### src/rtl/hilo_muldiv_sequencer.sv
// hilo_muldiv_sequencer
// Multi-cycle multiply/divide sequencer feeding the Hi/Lo register unit.
// Computes a 64-bit product (shift-add) or quotient/remainder (restoring
// divide) one bit per cycle, applies sign correction, then drives the Hi/Lo
// write strobes for exactly one COMMIT cycle.
//
// Optional build macro: HILO_EARLY_TERM_EN
//   defined   : multiply CALC exits as soon as the remaining multiplier bits
//               are all zero (minimum one CALC cycle).
//   undefined : every multiply spends a fixed 32 CALC cycles.
module hilo_muldiv_sequencer #(
  parameter logic [31:0] DIV_BY_ZERO_LO = 32'hFFFF_FFFF,
  parameter int          OP_W           = 3
) (
  input  logic            Clk,
  input  logic            Reset,
  input  logic            Start,
  input  logic [OP_W-1:0] Op,
  input  logic [31:0]     RsData,
  input  logic [31:0]     RtData,
  input  logic            ReadHiLo,
  output logic            Busy,
  output logic            Stall,
  output logic            Done,
  output logic [31:0]     Upper,
  output logic [31:0]     Lower,
  output logic            HiLoALUControl,
  output logic            AddToHi,
  output logic            AddToLo,
  output logic            MoveToHi,
  output logic            MoveToLo
);

  localparam logic [OP_W-1:0] OP_MULT  = OP_W'(0);
  localparam logic [OP_W-1:0] OP_MULTU = OP_W'(1);
  localparam logic [OP_W-1:0] OP_DIV   = OP_W'(2);
  localparam logic [OP_W-1:0] OP_DIVU  = OP_W'(3);
  localparam logic [OP_W-1:0] OP_MADD  = OP_W'(4);
  localparam logic [OP_W-1:0] OP_MSUB  = OP_W'(5);
  localparam logic [OP_W-1:0] OP_MTHI  = OP_W'(6);
  localparam logic [OP_W-1:0] OP_MTLO  = OP_W'(7);

  typedef enum logic [1:0] {
    IDLE   = 2'd0,
    CALC   = 2'd1,
    FIXUP  = 2'd2,
    COMMIT = 2'd3
  } state_e;

  state_e            state_q, state_d;
  logic [OP_W-1:0]   op_q, op_d;
  logic [63:0]       mcand_q, mcand_d;   // multiplicand, shifted left each CALC cycle
  logic [31:0]       opb_q, opb_d;       // multiplier (shifted right) or divisor
  logic [63:0]       acc_q, acc_d;       // product, or {remainder, quotient}
  logic [5:0]        cnt_q, cnt_d;
  logic              neg_res_q, neg_res_d;
  logic              neg_rem_q, neg_rem_d;
  logic              dbz_q, dbz_d;
  logic [31:0]       rs_q, rs_d;         // raw dividend, committed to HI on divide by zero
  logic [31:0]       upper_q, upper_d;
  logic [31:0]       lower_q, lower_d;

  // Operand decode for the op being presented this cycle
  logic        in_signed;
  logic        in_mul;
  logic        in_move;
  logic [31:0] abs_rs;
  logic [31:0] abs_rt;

  // Datapath step results for the latched op
  logic        op_is_mul;
  logic [63:0] acc_mul;
  logic [32:0] rem_sh;
  logic        div_ge;
  logic [31:0] rem_new;
  logic [63:0] acc_div;
  logic        calc_last;
  logic [63:0] prod_fix;
  logic [31:0] res_hi;
  logic [31:0] res_lo;

  // Decode and absolute values of the incoming operands
  always_comb begin
    in_signed = (Op == OP_MULT) || (Op == OP_DIV) || (Op == OP_MADD) || (Op == OP_MSUB);
    in_mul    = (Op == OP_MULT) || (Op == OP_MULTU) || (Op == OP_MADD) || (Op == OP_MSUB);
    in_move   = (Op == OP_MTHI) || (Op == OP_MTLO);
    abs_rs    = (in_signed && RsData[31]) ? (32'd0 - RsData) : RsData;
    abs_rt    = (in_signed && RtData[31]) ? (32'd0 - RtData) : RtData;
  end

  // One CALC iteration of each algorithm plus the sign-corrected result
  always_comb begin
    op_is_mul = (op_q == OP_MULT) || (op_q == OP_MULTU) ||
                (op_q == OP_MADD) || (op_q == OP_MSUB);

    // Shift-add: add the aligned multiplicand when the current multiplier bit is set
    acc_mul = opb_q[0] ? (acc_q + mcand_q) : acc_q;

    // Restoring divide: shift the next dividend bit into the partial remainder.
    // When the subtraction succeeds the true remainder fits in 32 bits, so a
    // 32-bit modular subtract yields the exact value.
    rem_sh  = acc_q[63:31];
    div_ge  = (rem_sh >= {1'b0, opb_q});
    rem_new = rem_sh[31:0] - (div_ge ? opb_q : 32'd0);
    acc_div = {rem_new, acc_q[30:0], div_ge};

`ifdef HILO_EARLY_TERM_EN
    // Stop once no set multiplier bits remain after this iteration
    calc_last = (cnt_q == 6'd31) || (op_is_mul && (opb_q[31:1] == 31'd0));
`else
    calc_last = (cnt_q == 6'd31);
`endif

    prod_fix = neg_res_q ? (64'd0 - acc_q) : acc_q;
    if (op_is_mul) begin
      res_hi = prod_fix[63:32];
      res_lo = prod_fix[31:0];
    end else if (dbz_q) begin
      res_hi = rs_q;
      res_lo = DIV_BY_ZERO_LO;
    end else begin
      res_hi = neg_rem_q ? (32'd0 - acc_q[63:32]) : acc_q[63:32];
      res_lo = neg_res_q ? (32'd0 - acc_q[31:0])  : acc_q[31:0];
    end
  end

  // Next-state and datapath register updates
  always_comb begin
    // NOTE: every signal written here gets a default first, so no path can
    // leave one unassigned and infer a latch.
    state_d   = state_q;
    op_d      = op_q;
    mcand_d   = mcand_q;
    opb_d     = opb_q;
    acc_d     = acc_q;
    cnt_d     = cnt_q;
    neg_res_d = neg_res_q;
    neg_rem_d = neg_rem_q;
    dbz_d     = dbz_q;
    rs_d      = rs_q;
    upper_d   = upper_q;
    lower_d   = lower_q;

    unique case (state_q)
      IDLE: begin
        if (Start) begin
          op_d      = Op;
          rs_d      = RsData;
          cnt_d     = 6'd0;
          neg_res_d = in_signed && (RsData[31] ^ RtData[31]);
          neg_rem_d = in_signed && RsData[31];
          dbz_d     = !in_mul && !in_move && (RtData == 32'd0);
          opb_d     = abs_rt;
          if (in_mul) begin
            mcand_d = {32'd0, abs_rs};
            acc_d   = 64'd0;
          end else begin
            mcand_d = 64'd0;
            acc_d   = {32'd0, abs_rs};
          end
          if (Op == OP_MTHI) upper_d = RsData;
          if (Op == OP_MTLO) lower_d = RsData;
          state_d = in_move ? COMMIT : CALC;
        end
      end
      CALC: begin
        cnt_d = cnt_q + 6'd1;
        if (op_is_mul) begin
          acc_d   = acc_mul;
          mcand_d = {mcand_q[62:0], 1'b0};
          opb_d   = {1'b0, opb_q[31:1]};
        end else begin
          acc_d = acc_div;
        end
        if (calc_last) state_d = FIXUP;
      end
      FIXUP: begin
        upper_d = res_hi;
        lower_d = res_lo;
        state_d = COMMIT;
      end
      COMMIT: begin
        state_d = IDLE;
      end
      default: state_d = IDLE;
    endcase
  end

  // State and datapath registers; reset abandons any operation in flight
  always_ff @(posedge Clk or posedge Reset) begin
    if (Reset) begin
      state_q   <= IDLE;
      op_q      <= '0;
      mcand_q   <= '0;
      opb_q     <= '0;
      acc_q     <= '0;
      cnt_q     <= '0;
      neg_res_q <= 1'b0;
      neg_rem_q <= 1'b0;
      dbz_q     <= 1'b0;
      rs_q      <= '0;
      upper_q   <= '0;
      lower_q   <= '0;
    end else begin
      // NOTE: non-blocking assignments so every register samples the values
      // from before this edge, independent of statement order.
      state_q   <= state_d;
      op_q      <= op_d;
      mcand_q   <= mcand_d;
      opb_q     <= opb_d;
      acc_q     <= acc_d;
      cnt_q     <= cnt_d;
      neg_res_q <= neg_res_d;
      neg_rem_q <= neg_rem_d;
      dbz_q     <= dbz_d;
      rs_q      <= rs_d;
      upper_q   <= upper_d;
      lower_q   <= lower_d;
    end
  end

  // Status and Hi/Lo strobes; strobes fire only in COMMIT
  always_comb begin
    Busy           = (state_q != IDLE);
    Stall          = Busy && (Start || ReadHiLo);
    Done           = (state_q == COMMIT);
    Upper          = upper_q;
    Lower          = lower_q;
    HiLoALUControl = 1'b0;
    AddToHi        = 1'b0;
    AddToLo        = 1'b0;
    MoveToHi       = 1'b0;
    MoveToLo       = 1'b0;
    if (state_q == COMMIT) begin
      unique case (op_q)
        OP_MADD: begin
          AddToHi = 1'b1;
          AddToLo = 1'b1;
        end
        OP_MSUB: begin
          AddToHi        = 1'b1;
          AddToLo        = 1'b1;
          HiLoALUControl = 1'b1;
        end
        OP_MTHI: MoveToHi = 1'b1;
        OP_MTLO: MoveToLo = 1'b1;
        default: begin
          MoveToHi = 1'b1;
          MoveToLo = 1'b1;
        end
      endcase
    end
  end

endmodule

### config.mk
export PLATFORM = sky130hd
export DESIGN_NAME = hilo_muldiv_sequencer
export DESIGN_NICKNAME = d
export VERILOG_FILES = /design/src/rtl/hilo_muldiv_sequencer.sv
export SDC_FILE = /design/constraint.sdc
export NUM_CORES = 1
export LEC_CHECK = 0
export BUFFER_PORTS_ARGS = -buffer_cell sky130_fd_sc_hd__buf_2
export CORE_ASPECT_RATIO = 1.5
export CORE_MARGIN = 3
export CORE_UTILIZATION = 35
export CTS_CLUSTER_SIZE = 40
export DETAILED_ROUTE_END_ITERATION = 7
export PLACE_DENSITY = 0.56
export RECOVER_POWER = 50
export SLEW_MARGIN = 20
export SYNTH_ARGS = -nofsm -noshare
export SYNTH_HDL_FRONTEND = slang
export SYNTH_SLANG_ARGS = --single-unit
### constraint.sdc
create_clock -name Clk -period 14.94 [get_ports Clk]
set_input_delay 2.241 -clock Clk [delete_from_list [all_inputs] [get_ports Clk]]
set_output_delay 2.241 -clock Clk [all_outputs]
set_load 0.005 [all_outputs]
==> results.json, run 1 <==
{
  "status": "finished with violations",
  "violations": "capacitance limit, slew limit",
  "final_cell_mix": "nand2_1 (334), o21ai_0 (314), dfrtp_1 (269)",
  "timing_hold_violations_final": 0,
  "finalSetupTns_ps": 0,
  "dp_slack_ps": 8940,
  "drtPass1Iterations": 6,
  "coreArea_sq_um": 60600,
  "r2r_start": "state_q[1]$_DFFE_PP0P_",
  "hp-class": "flip-flop to flip-flop",
  "cts_resized": 0,
  "drt-met1-wl_um": 32000,
  "p_total_mw": 6.07,
  "num-nets-final": 2936,
  "crit_path_max_incr_delay_ps": 3220,
  "synth-main-ff-cell": "dfrtp_1",
  "dr.max_layer_used": "met4",
  "synth_xor_area_share_pct": 8.15,
  "utilization_pct": 39.3,
  "leakagePower_nw": 10.2,
  "cts_buffers": 31,
  "route.met3.wl_um": 4660,
  "route.met2.wl_um": 42000,
  "synthAdderAreaFrac_pct": 8.52,
  "root_buffer": "clkbuf_16",
  "r2r-end": "acc_q[63]$_DFFE_PP0P_",
  "cts.sinks": 270,
  "grt_pass1_wl_um": 130000,
  "grt_util_all_layers_pct": 25.6,
  "cts_tree": "done",
  "worstSetupEndpoint": "Upper[30]$_DFFE_PP0P_",
  "cp_slowest_cell": "clkinvlp_2",
  "reg2reg_setup_slack_ps": 6110,
  "placedCellCount": 3470,
  "drive_gt1_share_pct": 8.55,
  "wire_per_inst_um": 24.3,
  "overflow": 0,
  "path_buf_inv": 3,
  "yosys.area_share.simple_pct": 18.1,
  "mappedNetlistArea_sq_um": 21600,
  "io_pins": 143,
  "hold_slack_ps": 482,
  "via_per_inst": 6.00,
  "rsz0062_at_grt": "no",
  "cp-startpoint": "Reset",
  "clk_pin_slew_ps": 60,
  "area_growth_pct": 10.2,
  "start_util_pct": 35.7,
  "synth_compound_area_share_pct": 26.6,
  "cts_setup_buffers": 0,
  "path_class": "input port to asynchronous set/reset pin",
  "synthCells": 2690,
  "crit_family": "buffers and inverters",
  "multi_input_area_sq_um": 13900,
  "layout.cells.non_filler": 3522,
  "syn_nets": 2907,
  "ys_types": 78,
  "die_x_um": 209,
  "hpwl_um": 65100,
  "stdcell_area_sq_um": 23800,
  "cp.arrival_ps": 8680,
  "muxShareOfSynthArea_pct": 2.84,
  "drc_errors": 0,
  "period_share_pct": 59.6,
  "ant_nets": 0,
  "yosysWarnings": 0,
  "r2r_cells": 12,
  "place_area_sq_um": 22900,
  "drt-initial-drc-count": 1633,
  "synth_top_family_by_area": "compound AO/OA/AOI/OAI gates",
  "gp_congestion": 0.984,
  "power_density_nw_per_um2": 255,
  "clk_latency_ps": 620,
  "synth_seq_area_share_pct": 31.3,
  "die_h_um": 310,
  "postLayoutSetupSlackWorst_ps": 6040,
  "ys_ff_latch": 270,
  "ctsHtreeMaxLevel": 1,
  "drt-total-wl_um": 85700,
  "fmax_mhz": 112,
  "register_area_sq_um": 6760,
  "critPathLaunchType": "input port",
  "syn_avg_cell_area_sq_um": 8.03,
  "finalSetupViolCount": 0,
  "setup.worst_path.end_class": "asynchronous set/reset pin",
  "path_depth": 3,
  "worst_pin_slew_ps": 5820,
  "layout.cells.most_common": "nand2_1",
  "cp.required_ps": 14720,
  "synth-edff-count": 0,
  "portBuffers": 142,
  "slew_viol_final": 380,
  "drv_cap": 5,
  "min_period_ps": 8900,
  "postCtsHoldBufs": 0,
  "placementRows": 110,
  "cp_cell_sequence": "buf_2 > clkinvlp_2 > clkbuf_1",
  "fin_skew_ps": 24.1,
  "slew_headroom_pct": -290,
  "grt_max_degree": 125,
  "die_area_sq_um": 64800,
  "fillers": 6278,
  "antenna_found_initial": 1,
  "cp_max_fo": 124,
  "postSynth.asyncResetShare_pct": 100,
  "vdd_ir_drop_max_uv": 164,
  "vias": 21137,
  "clk_path_buf_depth": 3,
  "grt_pass1_vias": 21497
}
-- power by group --
| group | internal, mW | switching, mW |
|---|---|---|
| sequential | 1.04 | 0.399 |
| clock | 0.428 | 0.340 |
| combinational | 1.42 | 2.44 |
| total | 2.90 | 3.18 |
-- state kept, by name (all words and copies together), names as in the netlist, 2 cells and up --
name,cells
Upper,32
Lower,32
state_q,2
acc_q,64
rs_q,32
opb_q,32
mcand_q,64
cnt_q,6
op_q,3
-- kinds of logic after synthesis --
family | count (synthesis)
AOI/OAI and AO/OA | 918
and+or+nand+nor | 842
DFF | 270
buffers and inverters | 256
muxes | 57
xor gates and xnor gates | 201
adders and majority gates | 146
-- synthesized netlist by cell type, drive strengths merged, types with 33 or more instances --
cell    instances  area, sq um
nand3          38          190
xor2           79          692
nor2          219          822
o21ai         317         1590
o31ai          38          285
dfrtp         270         6760
nand2         335         1260
a221oi         46          403
ha            144         1800
xnor2         122         1070
o22ai          34          213
a22o           33          289
inv            79          297
a21oi         203         1020
clkbuf        150          563
mux2           35          394
a21o           55          413
nor3           38          190
-- routing by layer --
layer / GRT usage [%] / vias up
met5: 0 / -
met4: 17.5 / 0
met3: 2.73 / 262
met2: 45.8 / 860
met1: 28.6 / 10199
li1: - / 9816
-- how the worst min path moves through the flow --
stage,depth (start not counted),slack [ps],end,startpoint
6_report,2,480,Lower[4]$_DFFE_PP0P_,Lower[4]$_DFFE_PP0P_
5_1_grt,2,510,Lower[5]$_DFFE_PP0P_,Lower[5]$_DFFE_PP0P_
4_1_cts,2,480,Lower[4]$_DFFE_PP0P_,Lower[4]$_DFFE_PP0P_
3_5_place_dp,2,470,Lower[23]$_DFFE_PP0P_,Lower[23]$_DFFE_PP0P_
3_3_place_gp,2,450,Lower[25]$_DFFE_PP0P_,Lower[25]$_DFFE_PP0P_
2_1_floorplan,2,440,rs_q[14]$_DFFE_PP0P_,rs_q[14]$_DFFE_PP0P_
-- tightest hold or removal path, delay by kind of cell, from the launching register on --
family,cells,cell delay (ps)
compound gates,1,60
simple gates,1,50
flops,1,340
-- layout make-up --
class	count	share of cell area (%)
clock buffers	42	3.73
multi-input cells	2164	58.5
well taps	784	4.12
flip-flops and latches	270	28.4
clock inverters	9	0.357
repair buffers	171	3.59
inverters	81	1.28
diodes	1	0.0105
No activity file was read; power rests on OpenSTA's default activity.
==> run 2: changes to the inputs <==
- PLACE_DENSITY: 0.56 -> 0.58
- clock period: 14.94 -> 7.8 ns (I/O delays scaled with it)
==> run 2 against run 1 <==
The flow still finishes with violations (capacitance limit, slew limit). Register-to-register slack worse by 4700 ps. Worst setup slack worse by 4700 ps. Combinational power rose by 92%. Utilization increased by 0.30 points. Clock power up 100%. Routed wire length is 0.42% higher. Die area is the same. Sequential power grew 90%.
==> results.json, run 2 (synthesized netlist as in run 1, its figures left out) <==
{
  "status": "finished with violations",
  "violations": "capacitance limit, slew limit",
  "internal_power_mw": 5.66,
  "hpwl_um": 65000,
  "cp.arrival_ps": 6920,
  "grt_use_met2_pct": 47.6,
  "register_area_sq_um": 6760,
  "worst_pin_slew_ps": 3000,
  "switching_share_pct": 51.8,
  "clk_path_buf_depth": 3,
  "use_met3_pct": 2.87,
  "grtUsageMet1_pct": 28.6,
  "slew_headroom_pct": -100,
  "clk_pin_slew_ps": 70,
  "comb_power_share_pct": 63.3,
  "fmax_mhz": 155,
  "cts.sinks": 270,
  "drive_gt1_share_pct": 9.13,
  "postCtsHoldBufs": 0,
  "leakagePower_nw": 10.3,
  "p_sw_mw": 6.07,
  "hp-class": "flip-flop to flip-flop",
  "gp_congestion": 0.969,
  "dp_slack_ps": 1380,
  "min_period_ps": 6430,
  "coreArea_sq_um": 60600,
  "die_area_sq_um": 64800,
  "grt_pass1_vias": 21661,
  "start_util_pct": 35.7,
  "via_per_inst": 6.01,
  "num-nets-final": 2941,
  "postLayoutSetupSlackWorst_ps": 1370,
  "cts_resized": 0,
  "area_growth_pct": 11.0,
  "min_to": "Lower[13]$_DFFE_PP0P_",
  "clk_latency_ps": 600,
  "timing_hold_violations_final": 0,
  "cts_buffers": 31,
  "grt_util_all_layers_pct": 25.7,
  "seqPwrFrac_pct": 23.3,
  "drt-total-wl_um": 86100,
  "hold_start": "Lower[13]$_DFFE_PP0P_",
  "antenna_found_initial": 2,
  "largestRegisters": "acc_q (64), mcand_q (64)",
  "p_clk_share_pct": 13.4,
  "finalSetupTns_ps": 0,
  "power_density_nw_per_um2": 489,
  "placementRows": 110,
  "drtPass1Iterations": 6,
  "die_x_um": 209,
  "p_total_mw": 11.7,
  "path_class": "flip-flop to flip-flop",
  "drc_errors": 0,
  "ctsHtreeMaxLevel": 1,
  "vdd_ir_drop_max_uv": 254,
  "r2r-end": "acc_q[62]$_DFFE_PP0P_",
  "cts_setup_buffers": 0,
  "grt_max_degree": 148,
  "grt_pass1_wl_um": 131000,
  "portBuffers": 142,
  "slew_viol_final": 101,
  "cts_tree": "done",
  "critPathLaunchType": "flip-flop",
  "drv_cap": 2,
  "fin_skew_ps": 23.1,
  "layout.cells.most_common": "nand2_1",
  "fillers": 6274,
  "cp_max_fo": 26,
  "cp.required_ps": 8290,
  "drt-initial-drc-count": 1390,
  "multi_input_area_sq_um": 13900,
  "root_buffer": "clkbuf_16",
  "grt_busiest_layer": "met2",
  "overflow": 0,
  "final_cell_mix": "nand2_1 (334), o21ai_0 (313), dfrtp_1 (269)",
  "holdPathStages": 2,
  "period_share_pct": 82.5,
  "vias": 21262,
  "reg2reg_setup_slack_ps": 1370,
  "io_pins": 143,
  "finalSetupViolCount": 0,
  "wire_per_inst_um": 24.3,
  "r2r_start": "acc_q[31]$_DFFE_PP0P_",
  "setup.worst_path.end_class": "flip-flop",
  "ant_nets": 0,
  "rsz0062_at_grt": "no",
  "r2r_cells": 23,
  "die_h_um": 310
}
==> run 2: changes by cell type in the layout (fill, tap and decap cells not counted), sizes merged <==
cell and change:
clkinv +2, buf +13, diode +2, bufinv +3, clkbuf -7
==> run 2: power groups by stage <==
stage / Clock (mW) / Combinational, mW / Sequential [mW]
after floorplan: 0 / 5.27 / 2.43
after global placement: 0 / 7.27 / 2.71
after detailed placement: 0 / 7.36 / 2.73
after CTS: 1.60 / 7.39 / 2.72
after global routing: 1.65 / 8.21 / 2.80
final: 1.57 / 7.43 / 2.73
==> run 2: routing by layer <==
metal / part of all wire, % / vias to the layer above
met5: 0 / -
met1: 37 / 10362
met3: 5.5 / 251
met2: 51 / 813
met4: 6.5 / 0
li1: - / 9836
==> run 2: metrics by stage <==
stage	hold slack [ps]	util (%)	area (sq um)	instances
6_report	479	39.6	24000	3535
5_1_grt	490	39.6	24000	3532
4_1_cts	482	39.7	24000	3531
3_5_place_dp	461	37.9	23000	3474
3_3_place_gp	457	37.9	23000	3474
2_1_floorplan	445	-	21600	2690
==> run 2: layout make-up <==
| cell class | count | share of cell area (%) |
|---|---|---|
| Antenna cell | 3 | 0.0313 |
| Multi-Input combinational cell | 2164 | 58.1 |
| Clock inverter | 14 | 0.756 |
| Timing Repair Buffer | 176 | 3.89 |
| Sequential cell | 270 | 28.2 |
| Tap cell | 784 | 4.09 |
| Clock buffer | 43 | 3.67 |
| Inverter | 81 | 1.28 |
==> run 2: worst max path at each step <==
stage | from | end | slack [ps] | cells past startpoint
CTS | acc_q[31]$_DFFE_PP0P_ | acc_q[62]$_DFFE_PP0P_ | 1340 | 23
global route | acc_q[31]$_DFFE_PP0P_ | acc_q[62]$_DFFE_PP0P_ | 940 | 23
finish | acc_q[31]$_DFFE_PP0P_ | acc_q[62]$_DFFE_PP0P_ | 1370 | 23
detailed placement | acc_q[31]$_DFFE_PP0P_ | acc_q[62]$_DFFE_PP0P_ | 1380 | 23
floorplan | Reset | Lower[0]$_DFFE_PP0P_ | 3060 | 1
global placement | acc_q[31]$_DFFE_PP0P_ | acc_q[62]$_DFFE_PP0P_ | 1380 | 23
==> run 2: worst max-delay path, cell delays in order, from the launching register on <==
cell and delay, ps:
dfrtp_1 490, inv_1 120, ha_1 280, nand2b_1 100
a31oi_1 90, o21ai_0 220, a311o_1 300, a31oi_1 270
o41ai_2 710, buf_4 440, and2_1 210, ha_1 150
inv_1 50, fa_1 400, nand3_1 110, nand2_1 100
a211oi_1 540, a21oi_1 230, o21ai_0 230, nand2_1 140
a221oi_1 440, o21ai_0 180, xor2_1 170, a221o_1 320
==> run 3: changes to the inputs <==
- ABC_AREA: unset -> 1
- PLACE_DENSITY: 0.58 -> 0.56
- clock period: 7.8 -> 6.1 ns (I/O delays scaled with it)
==> run 3 against run 2 <==
The run still ends with capacitance limit, slew limit left. Sequential share of layout area fell by 4.1 points. Synthesized area rose by 18%. Final area rose by 17%. Non-clock buffer count rose by 5. Largest power group unchanged.
==> results.json, run 3 <==
{
  "status": "finished with violations",
  "violations": "capacitance limit, slew limit",
  "postSynth.asyncResetShare_pct": 100,
  "ctsHtreeMaxLevel": 1,
  "cp_cell_sequence": "buf_2 > clkinvlp_2 > clkbuf_2",
  "portBuffers": 142,
  "cp.arrival_ps": 4600,
  "power_density_nw_per_um2": 740,
  "grt_max_degree": 141,
  "dp_slack_ps": 1510,
  "finalSetupViolCount": 0,
  "setup.worst_path.end_class": "asynchronous set/reset pin",
  "die_h_um": 336,
  "finalSetupTns_ps": 0,
  "path_class": "input port to asynchronous set/reset pin",
  "drt-total-wl_um": 133000,
  "start_util_pct": 35.5,
  "final_cell_mix": "nand2_1 (986), nor2_1 (641), inv_1 (471)",
  "critPathLaunchType": "input port",
  "placedCellCount": 5063,
  "drtPass1Iterations": 6,
  "slew_headroom_pct": -151,
  "wire_per_inst_um": 26.0,
  "cts_setup_buffers": 0,
  "postCtsHoldBufs": 0,
  "ant_nets": 0,
  "vdd_ir_drop_max_uv": 321,
  "num-nets-final": 4398,
  "io_pins": 143,
  "hp-class": "flip-flop to flip-flop",
  "area_growth_pct": 10.2,
  "fin_skew_ps": 28.8,
  "gp_congestion": 1.07,
  "worst_pin_slew_ps": 3760,
  "placementRows": 120,
  "coreArea_sq_um": 71800,
  "fillers": 8113,
  "yosysTopAreaCell": "dfrtp_1",
  "vias": 28777,
  "rsz0062_at_grt": "no",
  "cts_tree": "done",
  "clk_latency_ps": 630,
  "grt_util_all_layers_pct": 34.1,
  "synth_common_cells": "nand2_1 (986), nor2_1 (643), inv_1 (471)",
  "p_total_mw": 20.8,
  "overflow": 0,
  "layout.cells.non_filler": 5117,
  "r2r_cells": 18,
  "syn_avg_cell_area_sq_um": 6.21,
  "ys_types": 59,
  "path_depth": 3,
  "synth_seq_area_share_pct": 26.5,
  "cp_slowest_cell": "clkbuf_2",
  "drc_errors": 0,
  "ys_ff_latch": 270,
  "synth_top_area_share_pct": 26.5,
  "largestRegisters": "acc_q (64), mcand_q (64)",
  "mappedNetlistArea_sq_um": 25500,
  "leakagePower_nw": 13.4,
  "utilization_pct": 39.1,
  "synth_most_common_cell": "nand2_1",
  "slew_viol_final": 319,
  "period_share_pct": 77.6,
  "syn_nets": 4323,
  "grt_pass1_vias": 27775,
  "root_buffer": "clkbuf_16",
  "die_area_sq_um": 76100,
  "crit_path_max_incr_delay_ps": 2630,
  "timing_hold_violations_final": 0,
  "antenna_found_initial": 1,
  "cts_buffers": 30,
  "drv_cap": 3,
  "min_period_ps": 4730,
  "fmax_mhz": 211,
  "hpwl_um": 107000,
  "synth-edff-count": 0,
  "postLayoutSetupSlackWorst_ps": 1370,
  "path_buf_inv": 3,
  "grt_pass1_wl_um": 190000,
  "crit_family": "buffers and inverters",
  "drive_gt1_share_pct": 8.02,
  "clk_pin_slew_ps": 60,
  "cp_max_fo": 140,
  "yosysWarnings": 0,
  "synthCells": 4106,
  "cts.sinks": 270,
  "synth-main-ff-cell": "dfrtp_1",
  "layout.cells.most_common": "nand2_1",
  "drt-initial-drc-count": 2553,
  "die_x_um": 226,
  "via_per_inst": 5.62,
  "synthTopCellsByArea": "dfrtp_1 (27%), nand2_1 (15%), nor2_1 (9.5%)",
  "cp.required_ps": 5960,
  "cts_resized": 0,
  "clk_path_buf_depth": 3,
  "holdPathStages": 2
}
==> run 3: changes by cell type in the layout (fill, tap and decap cells not counted), sizes merged, moves of 41 or more <==
cell / delta
nand3: +208
inv: +414
nand2: +664
clkbuf: -42
xnor2: -115
a221oi: -46
nor2: +455
a21oi: +168
buf: +45
a21o: -41
==> run 3: per-stage QoR <==
| step | cell area [sq um] | hold slack [ps] |
|---|---|---|
| after global routing | 28100 | 508 |
| final | 28100 | 484 |
| after detailed placement | 27100 | 473 |
| after CTS | 28100 | 390 |
| after global placement | 27100 | 464 |
| after floorplan | 25500 | 448 |
==> run 3: final cells by class <==
class	instances	area, sq um	share of cell area (%)
Sequential cell	270	6760	24.1
Clock inverter	11	98.8	0.352
Tap cell	915	1140	4.08
Clock buffer	41	883	3.15
Antenna cell	1	2.50	0.00891
Multi-Input combinational cell	3203	16300	58.2
Timing Repair Buffer	181	991	3.53
Inverter	495	1870	6.65
==> run 3: worst paths after layout <==
| kind | from | end | slack (ps) |
|---|---|---|---|
| setup / recovery | Reset | rs_q[26]$_DFFE_PP0P_ | 1370 |
| hold / removal | Lower[16]$_DFFE_PP0P_ | Lower[16]$_DFFE_PP0P_ | 480 |
| setup reg to reg | acc_q[57]$_DFFE_PP0P_ | acc_q[54]$_DFFE_PP0P_ | 1430 |
| hold reg to reg | Lower[16]$_DFFE_PP0P_ | Lower[16]$_DFFE_PP0P_ | 480 |
| max in group Clk | acc_q[57]$_DFFE_PP0P_ | acc_q[54]$_DFFE_PP0P_ | 1430 |
| min in group asynchronous | Reset | mcand_q[1]$_DFFE_PP0P_ | 540 |
==> run 3: kinds of logic (layout without fill, tap and decap cells) <==
family,Yosys count,in the layout,synth area share [%]
buf+inv,633,728,9.58
simple gates,2059,2059,34.0
fa+ha+maj,146,146,7.23
compound gates,907,907,19.6
other cells,0,1,0
flops,270,270,26.5
xor+xnor,91,91,3.13
==> run 3: power breakdown <==
part / switching, mW / internal [mW]
registers: 1.18 / 2.63
clock network: 0.878 / 1.05
logic: 10.8 / 4.21
==> run 3: worst min-delay path, stage by stage (launching register included) <==
cell	delay, ps
dfrtp_1	340
nand2_1	50
o21ai_1	60
==> run 3: layer usage <==
| metal | global-route usage [%] | wire [um] | up-vias |
|---|---|---|---|
| li1 | - | - | 13630 |
| met1 | 35.4 | 46200 | 13495 |
| met2 | 58.2 | 63300 | 1186 |
| met3 | 5.58 | 7850 | 464 |
| met4 | 32.3 | 15700 | 2 |
| met5 | 0 | 12 | - |
